### src/rtl/sha1_wb_agent.sv
// rtl/sha1_wb_agent.sv - SHA-1 result write-back agent: push FIFO drained to memory over req/ack.
// Counts committed words and pulses done_o once per WORDS-word digest.
module sha1_wb_agent #(
  parameter int DW    = 32,
  parameter int AW    = 32,
  parameter int DEPTH = 8,
  parameter int WORDS = 5
) (
  input  logic                     clk,
  input  logic                     rst,
  input  logic                     wr_valid_i,
  input  logic [DW-1:0]            wr_data_i,
  input  logic [AW-1:0]            wr_addr_i,
  input  logic                     clr_i,
  output logic                     mem_req_o,
  output logic                     mem_we_o,
  output logic [AW-1:0]            mem_addr_o,
  output logic [DW-1:0]            mem_wdata_o,
  input  logic                     mem_ack_i,
  output logic                     busy_o,
  output logic                     done_o,
  output logic                     overflow_o,
  output logic [$clog2(DEPTH):0]   level_o
);
  localparam int PW = $clog2(DEPTH);
  localparam int LW = PW + 1;
  localparam int CW = $clog2(WORDS + 1);

  typedef enum logic {S_IDLE, S_REQ} state_t;

  state_t          r_state, w_state_nxt;
  logic [AW-1:0]   r_fifo_addr [DEPTH];
  logic [DW-1:0]   r_fifo_data [DEPTH];
  logic [PW-1:0]   r_wr_ptr, r_rd_ptr;
  logic [LW-1:0]   r_level, w_level_nxt;
  logic [CW-1:0]   r_cnt;
  logic [AW-1:0]   r_addr;
  logic [DW-1:0]   r_wdata;
  logic            r_busy, r_done, r_ovf;
  logic            w_load, w_pop, w_push, w_drop, w_full, w_cnt_hit;

  assign w_full    = (r_level == LW'(DEPTH));
  assign w_push    = wr_valid_i & ~clr_i & (~w_full | w_pop);
  assign w_drop    = wr_valid_i & ~clr_i & w_full & ~w_pop;
  assign w_cnt_hit = w_pop & (r_cnt == CW'(WORDS - 1));

  always_comb begin
    w_state_nxt = r_state;
    w_load      = 1'b0;
    w_pop       = 1'b0;
    case (r_state)
      S_IDLE: begin
        if (r_level != '0) begin
          w_state_nxt = S_REQ;
          w_load      = 1'b1;
        end
      end
      S_REQ: begin
        if (mem_ack_i) begin
          w_pop       = 1'b1;
          w_state_nxt = S_IDLE;
        end
      end
      default: w_state_nxt = S_IDLE;
    endcase
    // Clear abandons any outstanding request, so a same-edge ack is not a pop.
    if (clr_i) begin
      w_state_nxt = S_IDLE;
      w_load      = 1'b0;
      w_pop       = 1'b0;
    end
  end

  always_comb begin
    w_level_nxt = r_level;
    if (clr_i)
      w_level_nxt = '0;
    else if (w_push && !w_pop)
      w_level_nxt = r_level + LW'(1);
    else if (w_pop && !w_push)
      w_level_nxt = r_level - LW'(1);
  end

  always_ff @(posedge clk or negedge rst) begin
    if (!rst) begin
      r_state  <= S_IDLE;
      r_wr_ptr <= '0;
      r_rd_ptr <= '0;
      r_level  <= '0;
      r_cnt    <= '0;
      r_addr   <= '0;
      r_wdata  <= '0;
      r_busy   <= 1'b0;
      r_done   <= 1'b0;
      r_ovf    <= 1'b0;
    end else begin
      r_state <= w_state_nxt;
      r_level <= w_level_nxt;
      r_busy  <= (w_level_nxt != '0) | (w_state_nxt == S_REQ);
      r_done  <= w_cnt_hit;
      if (clr_i) begin
        r_wr_ptr <= '0;
        r_rd_ptr <= '0;
        r_cnt    <= '0;
        r_ovf    <= 1'b0;
      end else begin
        if (w_push) r_wr_ptr <= r_wr_ptr + PW'(1);
        if (w_pop)  r_rd_ptr <= r_rd_ptr + PW'(1);
        if (w_drop) r_ovf    <= 1'b1;
        if (w_cnt_hit)
          r_cnt <= '0;
        else if (w_pop)
          r_cnt <= r_cnt + CW'(1);
      end
      if (w_load) begin
        r_addr  <= r_fifo_addr[r_rd_ptr];
        r_wdata <= r_fifo_data[r_rd_ptr];
      end
    end
  end

  // Head is copied into r_addr/r_wdata at load, so a full-FIFO push may reuse the popped slot.
  always_ff @(posedge clk) begin
    if (w_push) begin
      r_fifo_addr[r_wr_ptr] <= wr_addr_i;
      r_fifo_data[r_wr_ptr] <= wr_data_i;
    end
  end

  assign mem_req_o   = (r_state == S_REQ);
  assign mem_we_o    = mem_req_o;
  assign mem_addr_o  = r_addr;
  assign mem_wdata_o = r_wdata;
  assign busy_o      = r_busy;
  assign done_o      = r_done;
  assign overflow_o  = r_ovf;
  assign level_o     = r_level;
endmodule

### config.mk
export PLATFORM = sky130hd
export DESIGN_NAME = sha1_wb_agent
export DESIGN_NICKNAME = d
export VERILOG_FILES = /design/src/rtl/sha1_wb_agent.sv
export SDC_FILE = /design/constraint.sdc
export NUM_CORES = 1
export LEC_CHECK = 0
export BUFFER_PORTS_ARGS = -buffer_cell sky130_fd_sc_hd__buf_2
export CORE_MARGIN = 3
export CORE_UTILIZATION = 50
export CTS_BUF_LIST = sky130_fd_sc_hd__clkbuf_2
export DETAILED_ROUTE_END_ITERATION = 16
export GPL_ROUTABILITY_DRIVEN = 0
export PLACE_DENSITY = 0.7
export SYNTH_ARGS = -nofsm -noshare
export SYNTH_HDL_FRONTEND = slang
export SYNTH_SLANG_ARGS = --single-unit
export TNS_END_PERCENT = 1
### constraint.sdc
create_clock -name clk -period 18.4 [get_ports clk]
set_clock_uncertainty 0.1 [all_clocks]
set_input_delay 1.84 -clock clk [delete_from_list [all_inputs] [get_ports clk]]
set_output_delay 1.84 -clock clk [all_outputs]
set_load 0.005 [all_outputs]
== After elaboration in Yosys (flattened, before gate mapping) ==
Memory sizes are Yosys's and may differ from the RTL's. A register that Yosys moved wholly into a read port is not among the register bits.
Cells that the tools add are included.
Word-level totals
  bits in writable memories: 512
  bits of input ports: 69
  output and inout bits: 73
  flip-flop bits (word level): 17
  logic and storage cells: 63
  memories: 2
Cells by class
  bitwise gates (word level): 11
  mux-type cells: 23
  add/subtract/negate cells: 5
  reductions and logical operators: 12
  eq/ne operators: 2
Memory list
  r_fifo_addr: depth 8, width 32, rd ports 1, clocked after Yosys merged registers in 1, wr ports 1, line 32  | logic [AW-1:0] r_fifo_addr [DEPTH];
  r_fifo_data: depth 8, width 32, rd ports 1, clocked after Yosys merged registers in 1, wr ports 1, line 33  | logic [DW-1:0] r_fifo_data [DEPTH];
Operators with widths (count)
  $mux 3: 7
  $mux 1: 12
  $mux 4: 3
  $add 3x1->3 const B: 3
  $reduce_bool 4->1: 2
  $reduce_bool 2->1: 3
  $and 1x1->1: 5
  $add 4x1->4 const B: 1
  $eq 4x4->1 const B: 1
  $logic_not 1->1: 4
  $not 1->1: 4
  $sub 4x1->4 const B: 1
  $eq 3x3->1 const B: 1
  $reduce_bool 3->1: 1
  $logic_and 1x1->1: 2
  $or 1x1->1: 2
  $pmux 1 s2: 1

== Logic depth before layout (Yosys ltp) ==
  word-level depth: 12
  mapped depth: 9
  depth with buffers taken out: 6

== Least setup slack after synthesis ==
No wires, ideal clock.
  kind: input -> register
  start point: in clr_i
  end point: mem r_fifo_addr[0][0], enable pin
  data required time: 17.735 ns
  library setup time: 0.565 ns
  path buffers: 1
  data arrival time: 6.983 ns
  stages: 5
  path slack: 10.752 ns
  cell sequence: clkbuf_1 nor2b_1 o21ai_1 or2_2 nor3_1
On the way
  longest elaborated chain between the ends: 5
  elaborated cells on any way between the ends: 7
  classes of those cells: mux (3); bitwise (4)
Ends and longest elaborated chain
  start: declaration: line 14  | input logic clr_i,
  $mux 1 / $not 1->1 (equally long branches): line 67, 43
  $or 1x1->1 / $and 1x1->1 (equally long branches): line 43  | assign w_push = wr_valid_i & ~clr_i & (~w_full | w_pop);
  $and 1x1->1 (*): line 43
  $mux 1 (*): line 124  | if (w_push) begin
  $mux 1 (not written as such) (*): line 125  | r_fifo_addr[r_wr_ptr] <= wr_addr_i;
  end: declaration: line 32
Every way passes the cells marked *; elsewhere a longest branch is shown, timed or not.

== Worst setup path in the final report ==
  start point: in mem_ack_i
  end point: mem r_fifo_addr[6][24], enable pin
On the way
  longest elaborated chain between the ends: 7
Ends and longest elaborated chain
  start: declaration: line 19  | input logic mem_ack_i,
  $mux 1: line 59  | if (mem_ack_i) begin
  $mux 1: line 51  | case (r_state)
  $mux 1: line 67  | if (clr_i) begin
  $or 1x1->1: line 43
  $and 1x1->1: line 43
  $mux 1: line 124
  $mux 1 (not written as such): line 125
Every way passes these cells.

==> summary.md <==
| Metric | Value |
|---|---|
| Result of the run | finished clean |
| Post-synthesis area per instance | about 21 um^2 |
| GRT Resource Usage Total | between 10% and 20% |
| Number of distinct library cell variants in the gate-level netlist after synthesis | 40 |
| CTS buffer count | between 100 and 150 |
| Internal power summed over all cells | 2.085 mW |
| Total overflow reported by the global router | 0 |
| Post-detailed-route via-to-cell ratio | 5.332 |
| Smallest setup slack after layout | approximately 15 ns |
| Kind of end point of the critical path | flip-flop |
| Max Slew Vio Count | 0 |
| Port Buf Inserts | around 140 |
| Antenna Nets Post-Route | 0 |
| Post-synth net total | between 1,000 and 1,500 |
| Post-detailed-route wirelength per cell | between 20 and 25 um |
| Number of antenna violations at the first check in global routing | 7 |
| Largest net degree at the start of global routing | 71 |
| Share of post-route cells with drive strength above 1 | about 37% |
| Power dissipated by switching net loads | about 750 uW |
| Number of placed I/O pins | 142 |
| Cell at the root of the clock tree | clkbuf_2 |
| Number of DRC violations after detailed routing | 0 |
| Buffering stage count on the worst path with inverters included | 2 |
| Post-synth EDFFs | a little over 500 |
| Depth of the worst hold-timing path | 2 |
| Switching share of power | 26.57% |
| Headroom to the max-slew limit | between 30% and 40% |
| Sequential cell fraction of total power | 57.0% |
| Clock input transition at the sequential cells of the worst setup and hold paths | 0.09 ns |
| CTS Hold Bufs | 0 |
| Cell with the largest stage delay on the worst path | buf_4 |
| Power per Cell Area | approximately 110 nW/um^2 |
| Part of the power in the clock network | between 20% and 30% |
| Vias after detailed routing | around 11,000 |
| Synthesized area | 22,290 um^2 |
| Worst Path Arrival | roughly 4.2 ns |
| Crit path max fanout | 42 |
| Die ar. | between 40,000 and 50,000 um^2 |
| Top cells by area in the synthesized netlist | edfxtp_1, mux4_2, dfrtp_1 |
| Crit Path Category | in -> reg |
| Critical path, cell by cell | buf_2 -> and2_1 -> o21ai_1 -> or2_2 -> nor2_4 -> buf_4 |
| Total negative slack | 0 ns |
| Share of the yosys chip area belonging to registers | between 70% and 80% |
| Number of global-route vias before repair | 11,350 |
| Number of placement rows | 76 |
| Chip height | roughly 220 um |
| Aggregate routed wire length | between 40,000 and 50,000 um |
| Crit path launch type | primary input |
| Compound-Gate Fraction of Synth Area | 2.223% |
| FF+latch area | 17,410 um^2 |
| Initial drt markers | roughly 660 |
| Post-synth ARST share | between 10% and 20% |
| Transition time of the tightest slew-check pin | roughly 1.0 ns |
| Sinks on the clock net | around 590 |
| Achievable clock frequency | 269.0 MHz |
| Worst Reg-to-Reg Cells | 7 |
| Post-route clock period utilization | 20.20% |
| Final-report hold violation count | 0 |
| Post-cts gate resize count | 0 |
| Adder-cell area share of the yosys netlist | less than 1% |
| H-tree lvl count | 4 |
| Post-DP HPWL | ~23,000 um |
| Width of the die | between 200 and 250 um |
| Maximum vdd drop | 60.59 uV |
| Unrepaired setup endpoints after global routing | no |
| Number of buffers on the longest clock path | 3 |
| Combinational family with the most area after synthesis | multiplexers |
| Clock tree from TritonCTS | built |
| Initial core utilization | between 50% and 60% |
| Area added between synthesis and finish | 11.80% |
| Pre-Repair DR Iteration Count | 5 |
| Synthesized-area fraction occupied by xor and xnor cells | less than 1% |
| Synth warn | 0 |
| Max-capacitance violation count | 0 |
| Clock network latency to the later pin of the worst-skew pair | 0.99 ns |
| Final-report setup violation count | 0 |
| Share of the synthesized area in the top cell type | 68.99% |
| Multiplexer area fraction after synthesis | 15.88% |
| Total chip power | 2.840 mW |
| Wire length of the first global-routing pass | about 64,000 um |
| Post-layout min period | 3.717 ns |
| Smallest hold slack | a little under 0.4 ns |
| Final net count | 1,376 |
| Placement Cell Area | between 20,000 and 25,000 um^2 |
| Combinational cell fraction of total power | about 15% |
| Postcts setup bufs | 0 |
| Basic-gate share of the synthesized area counting and, or, nand and nor cells | 2.156% |
| Largest area contributor in the netlist | edfxtp_1 |
| Crit-path leading delay family | simple AND/OR/NAND/NOR gates |
| Post-synthesis sequential element count | 593 |
| Path category of the worst min-delay check | reg -> reg |
| Primary flip-flop cell chosen by synthesis mapping | edfxtp_1 |
| Number of fillers in the final layout | approximately 3,400 |
| Required time of the worst setup path | 18.90 ns |
| Worst path depth | 6 |
| Total leakage power | between 8 and 9 nW |
| Delay of the slowest cell on the worst path | ~0.67 ns |
| Number of instances in the synthesized netlist | around 1,100 |
| Core Box Area | 43,550 um^2 |
| Multi-input gate area | around 4700 um^2 |
| Area of all placed cells without fillers | between 20,000 and 25,000 um^2 |
| Worst Setup Slack post-DPL | between 10 and 15 ns |
==> placed cells by master, fill, tap and decap left out, types with 3 or more instances in the layout <==
cell      netlist  routed
nand3b_1        4       4
dfrtp_1        81      78
clkinv_1        0      31
ha_1            6       6
o21ai_1        65      65
edfxtp_1      512     512
mux4_2        128     128
a221oi_1        3       3
mux2i_1        64      64
diode_2         0       3
dfrtp_4         0       3
nor2_1         15       9
nor2_4          0       6
clkinv_2        0       3
inv_1           6       6
nand2b_1        3       3
buf_4           2      15
nand2_1        74      74
inv_2           0       5
buf_2          22     140
clkbuf_2        0     214
a21oi_1         7       7
o21ai_0         3       3
==> layout make-up <==
class	count	share of cell area (%)
Antenna cell	3	0.03013
Inverter	6	0.09039
Multi-Input combinational cell	402	18.77
Tap cell	585	2.938
Timing Repair Buffer	155	3.264
Clock inverter	40	0.7231
Sequential cell	593	69.89
Clock buffer	214	4.299
==> state kept, by name, summed over array words and instances (netlist names), 3 cells and up <==
name	cells
r_rd_ptr	3
mem_wdata_o	32
r_cnt	3
r_wr_ptr	3
mem_addr_o	32
r_fifo_data	256
level_o	4
r_fifo_addr	256
==> power groups by stage <==
| stage | registers [mW] | clock network, mW | logic, mW |
|---|---|---|---|
| finish | 1.62 | 0.802 | 0.420 |
| global placement | 1.65 | 0 | 0.425 |
| detailed placement | 1.65 | 0 | 0.433 |
| floorplan | 1.64 | 0 | 0.280 |
| CTS | 1.62 | 0.837 | 0.434 |
| global route | 1.63 | 0.911 | 0.474 |
==> cells in the mapped netlist, types with 2 or more instances <==
cell type / n
buf_1: 11
nand2b_1: 3
clkbuf_1: 18
nand2_1: 74
buf_4: 2
o21ai_1: 65
nor3_1: 4
edfxtp_1: 512
o21ai_0: 3
nand3b_1: 4
a21oi_1: 7
a211oi_1: 2
dfrtp_1: 81
a221oi_1: 3
a22o_1: 2
buf_2: 22
inv_1: 6
xor2_1: 2
ha_1: 6
and3b_1: 2
and3_1: 2
mux2i_1: 64
nor2_1: 15
mux4_2: 128
o211ai_1: 2
==> cell families (layout without fill, tap and decap cells) <==
kind of cell    count (synthesis)  in the layout
simple gates                  111            111
compound gates                 89             89
flops                         593            593
other cells                     0              3
mux                           193            193
buf+inv                        60            415
xor+xnor                        3              3
fa+ha+maj                       6              6
==> layer usage <==
layer | vias to the layer above | routed length [um] | GRT usage, %
li1 | 4861 | - | -
met1 | 5450 | 17970 | 24.39
met2 | 268 | 20350 | 28.90
met3 | 68 | 1982 | 4.426
met4 | 6 | 711 | 6.240
met5 | - | 34 | 0
==> worst reg2reg max path, stage by stage (launching register included) <==
cell,delay [ns]
dfrtp_1,0.47
inv_1,0.09
ha_1,0.26
nand3b_1,0.24
o21ai_1,0.15
or2_2,0.41
nor2_4,0.57
buf_4,0.69
==> worst paths after layout <==
check                                      from            endpoint  slack (ns)
worst max-delay path                  mem_ack_i  r_fifo_addr[6][24]       14.68
worst min-delay path            mem_wdata_o[17]     mem_wdata_o[17]        0.38
worst max register to register       level_o[1]  r_fifo_addr[6][24]       15.04
worst min register to register  mem_wdata_o[17]     mem_wdata_o[17]        0.38
max in group asynchronous                   rst         r_rd_ptr[1]       16.43
min in group asynchronous                   rst      mem_wdata_o[5]        0.70
==> metrics by stage <==
stage / utilization (%) / std cells
final: 57.21 / 1998
after global routing: 57.20 / 1997
after CTS: 57.19 / 1995
after detailed placement: 54.32 / 1741
after global placement: 54.32 / 1741
after floorplan: - / 1055
Note: power is estimated with default switching activity, not from simulation.
